===== src/rtl/sprite_plotter_pkg.sv =====
// Shared constants and state encoding for the sprite plotter.
package sprite_plotter_pkg;
  localparam int SPR_W = 4;
  localparam int SPR_H = 4;
  localparam int X_W   = 8;
  localparam int Y_W   = 7;
  localparam int COL_W = 3;
  localparam int SCR_W = 160;
  localparam int SCR_H = 120;

  localparam logic [COL_W-1:0] BLACK = 3'b000;

  typedef enum logic [1:0] {IDLE, DRAW, DONE} state_t;
endpackage


===== src/rtl/sprite_plotter.sv =====
// Turns one sprite-draw request into SPR_W*SPR_H registered pixel slots for the VGA adapter,
// applying the bitmap mask, erase colour and screen-edge clipping.
module sprite_plotter #(
  parameter int SPR_W = sprite_plotter_pkg::SPR_W,
  parameter int SPR_H = sprite_plotter_pkg::SPR_H,
  parameter int X_W   = sprite_plotter_pkg::X_W,
  parameter int Y_W   = sprite_plotter_pkg::Y_W,
  parameter int COL_W = sprite_plotter_pkg::COL_W,
  parameter int SCR_W = sprite_plotter_pkg::SCR_W,
  parameter int SCR_H = sprite_plotter_pkg::SCR_H
) (
  input  logic                   clk,
  input  logic                   reset_n,
  input  logic                   req_valid,
  output logic                   req_ready,
  input  logic [X_W-1:0]         req_x,
  input  logic [Y_W-1:0]         req_y,
  input  logic [COL_W-1:0]       req_colour,
  input  logic                   req_erase,
  input  logic [SPR_W*SPR_H-1:0] req_mask,
  output logic                   busy,
  output logic                   done,
  output logic [X_W-1:0]         x_out,
  output logic [Y_W-1:0]         y_out,
  output logic [COL_W-1:0]       colour_out,
  output logic                   plot
);
  import sprite_plotter_pkg::state_t;
  import sprite_plotter_pkg::IDLE;
  import sprite_plotter_pkg::DRAW;
  import sprite_plotter_pkg::DONE;
  import sprite_plotter_pkg::BLACK;

  localparam int SLOTS = SPR_W * SPR_H;
  localparam int CW    = (SPR_W > 1) ? $clog2(SPR_W) : 1;
  localparam int RW    = (SPR_H > 1) ? $clog2(SPR_H) : 1;
  localparam int IW    = (SLOTS > 1) ? $clog2(SLOTS) : 1;

  state_t state, state_nx;

  logic [X_W-1:0]   base_x;
  logic [Y_W-1:0]   base_y;
  logic [COL_W-1:0] base_colour;
  logic             base_erase;
  logic [SLOTS-1:0] base_mask;
  logic [CW-1:0]    col;
  logic [RW-1:0]    row;
  logic             last;

  logic             accept, emit;
  logic [X_W-1:0]   src_x;
  logic [Y_W-1:0]   src_y;
  logic [COL_W-1:0] src_colour;
  logic             src_erase;
  logic [SLOTS-1:0] src_mask;
  logic [CW-1:0]    src_col;
  logic [RW-1:0]    src_row;
  logic [IW-1:0]    idx;
  logic [X_W:0]     px;
  logic [Y_W:0]     py;
  logic             hit, slot_last;

  assign accept    = (state == IDLE) && req_valid;
  assign emit      = accept || ((state == DRAW) && !last);
  assign req_ready = (state == IDLE) && reset_n;
  assign busy      = (state != IDLE);
  assign done      = (state == DONE);

  // Slot 0 is evaluated straight from the request in the accept cycle so the
  // first pixel is visible immediately after acceptance.
  always_comb begin
    src_x      = base_x;
    src_y      = base_y;
    src_colour = base_colour;
    src_erase  = base_erase;
    src_mask   = base_mask;
    src_col    = col;
    src_row    = row;
    if (state == IDLE) begin
      src_x      = req_x;
      src_y      = req_y;
      src_colour = req_colour;
      src_erase  = req_erase;
      src_mask   = req_mask;
      src_col    = '0;
      src_row    = '0;
    end
  end

  // Extra coordinate bit keeps off-screen pixels from folding back to column/row 0.
  assign px        = {1'b0, src_x} + (X_W+1)'(src_col);
  assign py        = {1'b0, src_y} + (Y_W+1)'(src_row);
  assign idx       = IW'(src_row) * IW'(SPR_W) + IW'(src_col);
  assign hit       = src_mask[idx] && (px < (X_W+1)'(SCR_W)) && (py < (Y_W+1)'(SCR_H));
  assign slot_last = (src_col == CW'(SPR_W-1)) && (src_row == RW'(SPR_H-1));

  always_ff @(posedge clk or negedge reset_n) begin
    if (!reset_n) state <= IDLE;
    else          state <= state_nx;
  end

  always_comb begin
    state_nx = state;
    case (state)
      IDLE:    if (req_valid) state_nx = DRAW;
      DRAW:    if (last)      state_nx = DONE;
      DONE:                   state_nx = IDLE;
      default:                state_nx = IDLE;
    endcase
  end

  always_ff @(posedge clk or negedge reset_n) begin
    if (!reset_n) begin
      base_x      <= '0;
      base_y      <= '0;
      base_colour <= '0;
      base_erase  <= 1'b0;
      base_mask   <= '0;
      col         <= '0;
      row         <= '0;
      last        <= 1'b0;
      plot        <= 1'b0;
      x_out       <= '0;
      y_out       <= '0;
      colour_out  <= '0;
    end else begin
      plot <= 1'b0;
      if (accept) begin
        base_x      <= req_x;
        base_y      <= req_y;
        base_colour <= req_colour;
        base_erase  <= req_erase;
        base_mask   <= req_mask;
      end
      if (emit) begin
        last <= slot_last;
        if (src_col == CW'(SPR_W-1)) begin
          col <= '0;
          row <= src_row + RW'(1);
        end else begin
          col <= src_col + CW'(1);
          row <= src_row;
        end
        if (hit) begin
          plot       <= 1'b1;
          x_out      <= px[X_W-1:0];
          y_out      <= py[Y_W-1:0];
          colour_out <= src_erase ? COL_W'(BLACK) : src_colour;
        end
      end
    end
  end
endmodule


===== config.mk =====
export PLATFORM = sky130hd
export DESIGN_NAME = sprite_plotter
export DESIGN_NICKNAME = d
export VERILOG_FILES = /design/src/rtl/sprite_plotter_pkg.sv /design/src/rtl/sprite_plotter.sv
export SDC_FILE = /design/constraint.sdc
export NUM_CORES = 1
export LEC_CHECK = 0
export ABC_AREA = 1
export BUFFER_PORTS_ARGS = -buffer_cell sky130_fd_sc_hd__buf_4
export CORE_ASPECT_RATIO = 0.6
export CORE_MARGIN = 2
export CORE_UTILIZATION = 62
export CTS_BUF_LIST = sky130_fd_sc_hd__clkbuf_4
export DETAILED_ROUTE_END_ITERATION = 10
export PLACE_DENSITY_LB_ADDON = 0.2
export SLEW_MARGIN = 20
export SYNTH_ARGS = -nofsm -noshare
export SYNTH_HDL_FRONTEND = slang
export SYNTH_SLANG_ARGS = --single-unit

===== constraint.sdc =====
create_clock -name clk -period 4.5 [get_ports clk]
set_input_delay 0.225 -clock clk [delete_from_list [all_inputs] [get_ports clk]]
set_output_delay 0.225 -clock clk [all_outputs]
set_load 0.05 [all_outputs]

Yosys cells after proc, flatten, opt, wreduce, memory -nomap -nowiden
Index checks and enable logic that the tools add are counted.
- $add $sub $neg: 5
- $lt $le $gt $ge: 3
- equal/unequal tests: 6
- mux-type cells: 17
- reduce and logical (&&, ||, !) cells: 12
- operators with widths (operator ; count):
    two-way mux 16 bit ; 1
    two-way mux 2 bit ; 6
    adder 8 x 2 -> 9 bit ; 1
    < comparator 9 x 8 -> 1 bit, second input constant ; 1
    adder 7 x 2 -> 8 bit ; 1
    < comparator 8 x 7 -> 1 bit, second input constant ; 1
    two-way mux 8 bit ; 1
    two-way mux 7 bit ; 1
    equality test 2 bit, second input constant ; 3
    logical AND 1 bit ; 6
    two-way mux 3 bit ; 2
    < comparator 4 x 5 -> 1 bit, second input constant ; 1
    adder 2 x 1 -> 2 bit, second input constant ; 2
    adder 4 x 2 -> 4 bit ; 1
    binary-select mux 1 bit (select 4 bit) ; 1
    two-way mux 1 bit ; 4
    inequality test 2 bit, second input constant ; 2
    one-hot mux 2 bit (2 select lines) ; 1
    AND reduction 2 bit ; 2
    equality test 2 x 1 -> 1 bit, second input constant ; 1
    zero test 2 bit ; 1
    nonzero test 2 bit ; 1
    zero test 1 bit ; 1
    logical OR 1 bit ; 1
- flip-flop bits (word level): 61
- output and inout bits: 22
- word-level logic and storage cells: 56

Depth between registers and ports, before layout
- word-level depth: 9
- gate-level depth with buffers: 19
- depth with buffers taken out: 18

Worst setup path after synthesis
No wires, ideal clock.
- kind: reg2reg
- from: register state[1]
- to: register colour_out[2]
- library setup time: 0.119 ns
- arrival: 2.334 ns
- setup slack: 2.047 ns
- cell stages (with the launch flop): 18
- buffers on the path: 3
- period minus slack after synthesis: 2.453 ns
- cells stage by stage: dfrtp_1 > nor2_4 > buf_4 > buf_2 > nor2_1 > ha_1 > ha_1 > inv_1 > nand2_1 > nand3_1 > nand2_1 > nand2_1 > nand3_1 > nand2_4 > nand3_4 > buf_6 > nand2_1 > nand2_1
- longest elaborated chain between the ends: 8
- ends and longest elaborated chain (what ; RTL line ; text):
    from (decl) ; sprite_plotter.sv:39 ; state_t state, state_nx;
    from (signal assigned) ; sprite_plotter.sv:99 ; else state <= state_nx;
    branches (longest 8 deep; another with adder 8 x 2 -> 9 bit) ; -- ;
    to (signal assigned) ; sprite_plotter.sv:148 ; colour_out <= src_erase ? COL_W'(BLACK) : src_colour;
    to (decl) ; sprite_plotter.sv:25 ; output logic [COL_W-1:0] colour_out,
Parallel ways; which one is timed is not known. The select of a mux whose other input is x is not followed.
A chain may end at the register's enable or synchronous reset.

Final worst setup path
- from: register state[1]
- to: register x_out[0]
- longest elaborated chain between the ends: 8
- ends and longest elaborated chain (what ; RTL line ; text):
    branches (longest 8 deep; another with adder 8 x 2 -> 9 bit) ; -- ;
    to (signal assigned) ; sprite_plotter.sv:146 ; x_out <= px[X_W-1:0];
    to (decl) ; sprite_plotter.sv:23 ; output logic [X_W-1:0] x_out,
Parallel ways; which one is timed is not known. The select of a mux whose other input is x is not followed.

==> load_flow_metrics.sql <==
INSERT INTO impl_metrics (metric_group, metric, value, unit) VALUES
('die', 'num_rows', '20', ''),
('cts', 'tritoncts.num_buffers', '9', ''),
('layout', 'layout-area-overhead-vs-synth', '18.4', '%'),
('power_and_ir_drop', 'power_frac_clock', '13.0', '%'),
('routing', 'drtPass1Iterations', '5', ''),
('setup_path', 'end_kind', 'flip-flop', ''),
('power_and_ir_drop', 'total_switching_power', '1.62', 'mW'),
('run_status', 'outcome', 'finished, violations left', ''),
('timing', 'finalSetupViolations', '0', ''),
('timing', 'hold_slack', '-0.456', 'ps'),
('layout', 'design.final.nets', '548', ''),
('synthesis', 'postSynthAreaPerCell', '7.34', 'um^2'),
('die', 'dieHeight', '60.4', 'um'),
('layout', 'antenna_cells_inserted', '0', ''),
('timing', 'finalCritPeriodShare', '67.5', '%'),
('cts', 'cts_max_path_buffers', '2', ''),
('timing', 'fin_setup_tns', '0', 'ps'),
('timing', 'max_freq', '329', 'MHz'),
('layout', 'finish.instance_area', '3890', 'um^2'),
('synthesis', 'synthDistinctLibCells', '32', ''),
('synthesis', 'ys_seq_area_share', '46.5', '%'),
('setup_path', 'timing.critical_path.required', '4810', 'ps'),
('cts', 'clk_transition_reported_paths', '110', 'ps'),
('cts', 'postCtsResizedCells', '0', ''),
('setup_path', 'regToRegStartpoint', 'state[1]', ''),
('global_route', 'global_route_wire_length_before_repair', '13000', 'um'),
('global_route', 'grt.busiest_layer', 'met2', ''),
('routing', 'vias', '3134', ''),
('power_and_ir_drop', 'share_seq_of_total_power', '29.9', '%'),
('global_route', 'antenna_found_initial', '0', ''),
('timing', 'timing.final.crit_period', '3040', 'ps'),
('cts', 'clock_latency_late_sink', '410', 'ps'),
('cts', 'cts_h_tree_depth', '3', ''),
('die', 'design.core.area', '5080', 'um^2'),
('synthesis', 'syn-num-nets', '490', ''),
('timing', 'timing_worst_slew_pin_value', '958', 'ps'),
('synthesis', 'synthCells', '447', ''),
('power_and_ir_drop', 'share_comb_of_total_power', '57.1', '%'),
('routing', 'ant_nets', '0', ''),
('timing', 'report.final.hold_viol_count', '1', ''),
('setup_path', 'timing.setup.critical_path_class', 'reg -> reg', ''),
('layout', 'layout_commonest_cell', 'sky130_fd_sc_hd__nand2_1', ''),
('routing', 'drt-initial-drc-count', '286', ''),
('setup_path', 'critPathLaunch', 'state[1]', ''),
('cts', 'cts_tree', 'done', ''),
('setup_path', 'timing.critical_path.arrival', '3350', 'ps'),
('global_route', 'grt_remaining_overflow', '0', ''),
('global_route', 'grtUsageMet3', '6.91', '%'),
('cts', 'holdBufCountCts', '1', ''),
('placement', 'post_dp_cell_area', '3720', 'um^2'),
('synthesis', 'synth_top_cell_area_share', '46.5', '%'),
('power_and_ir_drop', 'cell_internal_pwr', '1.58', 'mW'),
('routing', 'vias_per_cell', '5.44', ''),
('layout', 'drive_gt1_share', '16.7', '%'),
('global_route', 'maximum_number_of_pins_on_one_net_before_global_route_repair', '63', ''),
('job', 'timing.max_cap.violations', '0', ''),
('routing', 'detail_route.drc_violations', '0', ''),
('global_route', 'grt.met2_usage', '46.8', '%'),
('timing', 'slew_viol_final', '0', ''),
('power_and_ir_drop', 'switching_share', '50.7', '%'),
('synthesis', 'synth.top_cells.by_area', 'sky130_fd_sc_hd__dfrtp_1 46%, sky130_fd_sc_hd__nand2_1 21%, sky130_fd_sc_hd__o21ai_0 5.6%', ''),
('cts', 'cts_setup_buffers', '0', ''),
('run_status', 'failed_checks', 'negative hold slack', ''),
('global_route', 'grt_use_met1', '38.4', '%'),
('global_route', 'total_global_route_track_usage', '28.3', '%'),
('setup_path', 'setup.worst_path.start_class', 'flip-flop', ''),
('synthesis', 'synthDominantAreaCellType', 'sky130_fd_sc_hd__dfrtp_1', ''),
('die', 'initial_utilization', '64.6', '%'),
('power_and_ir_drop', 'max-vdd-ir-drop', '0.375', 'mV'),
('die', 'design.portCount', '60', ''),
('power_and_ir_drop', 'power.leakage', '2.17', 'nW');
[power by group through the flow]
stage               clock (mW)  sequential, mW  combinational, mW
global route             0.441           0.988               2.03
global placement             0           0.957               1.71
detailed placement           0           0.964               1.80
finish                   0.415           0.960               1.83
floorplan                    0            1.17               1.18
CTS                      0.414           0.956               1.81
[cell usage after synthesis, drive strengths merged]
cell type	n
inv	49
clkinv	1
a21oi	5
o22ai	1
xor2	4
dfrtp	61
nor2	31
nand4	6
xnor2	1
nor3	4
nand3	32
o21a	2
buf	9
nand2	186
nand3b	1
a211oi	1
ha	5
o21ai	41
clkbuf	6
a31oi	1
[kinds of logic after synthesis]
group / synth area share, %
AOI/OAI and AO/OA: 8.31
xor gates and xnor gates: 1.33
adders and majority gates: 1.91
buffers and inverters: 8.69
DFF: 46.5
and+or+nand+nor: 33.3
[state kept, by name, summed over array words and instances, names as in the netlist]
name         flops
x_out            8
y_out            7
base_y           7
base_mask       16
base_x           8
row              2
colour_out       3
col              2
last             1
state            2
base_erase       1
base_colour      3
plot             1
[cell type report]
type | count | area, um^2
Tap cell | 66 | 82.6
Multi-Input combinational cell | 321 | 1470
Timing Repair Buffer | 62 | 470
Fill cell | 378 | 1190
Clock inverter | 7 | 80.1
Clock buffer | 9 | 67.6
Inverter | 50 | 188
Sequential cell | 61 | 1530
[metrics by stage]
step	hold WS (ps)	instances	util (%)	power (mW)	setup WS (ps)
finish	-0.456	576	76.5	3.21	1460
global placement	343	558	73.2	2.67	1780
global route	4.12	576	76.5	3.46	1210
CTS	5.06	575	76.3	3.18	1520
detailed placement	342	558	73.2	2.76	1540
floorplan	-70.6	447	-	2.35	2050
[metal layers]
layer | part of all wire [%] | wire length, um | vias to the layer above
met5 | 0 | 0 | -
li1 | - | - | 1518
met4 | 1.2 | 95 | 0
met1 | 44 | 3480 | 1480
met3 | 7.4 | 584 | 14
met2 | 47 | 3680 | 122
[path summary, 6_finish.rpt]
check,endpoint,slack [ps],cells after the start
min,base_mask[8],-0.5,3
min in group asynchronous,base_x[0],440,2
max reg2reg,x_out[0],1460,14
min reg2reg,x_out[4],480,2
max,x_out[0],1460,14
max in group asynchronous,colour_out[0],3570,2
[worst max-delay path: stages, from the launching register on]
cell and delay (ps):
sky130_fd_sc_hd__dfrtp_1 430, sky130_fd_sc_hd__nor2_4 620, sky130_fd_sc_hd__nor2_1 170, sky130_fd_sc_hd__ha_1 270, sky130_fd_sc_hd__ha_1 180, sky130_fd_sc_hd__inv_1 50, sky130_fd_sc_hd__nand2_1 120, sky130_fd_sc_hd__nand3_1 120
sky130_fd_sc_hd__nand2_1 50, sky130_fd_sc_hd__nand2_1 90, sky130_fd_sc_hd__nand3_1 150, sky130_fd_sc_hd__nand2_4 220, sky130_fd_sc_hd__nand3_4 240, sky130_fd_sc_hd__nand2_1 130, sky130_fd_sc_hd__nand2_1 60
No activity file was read; power rests on OpenSTA's default activity.
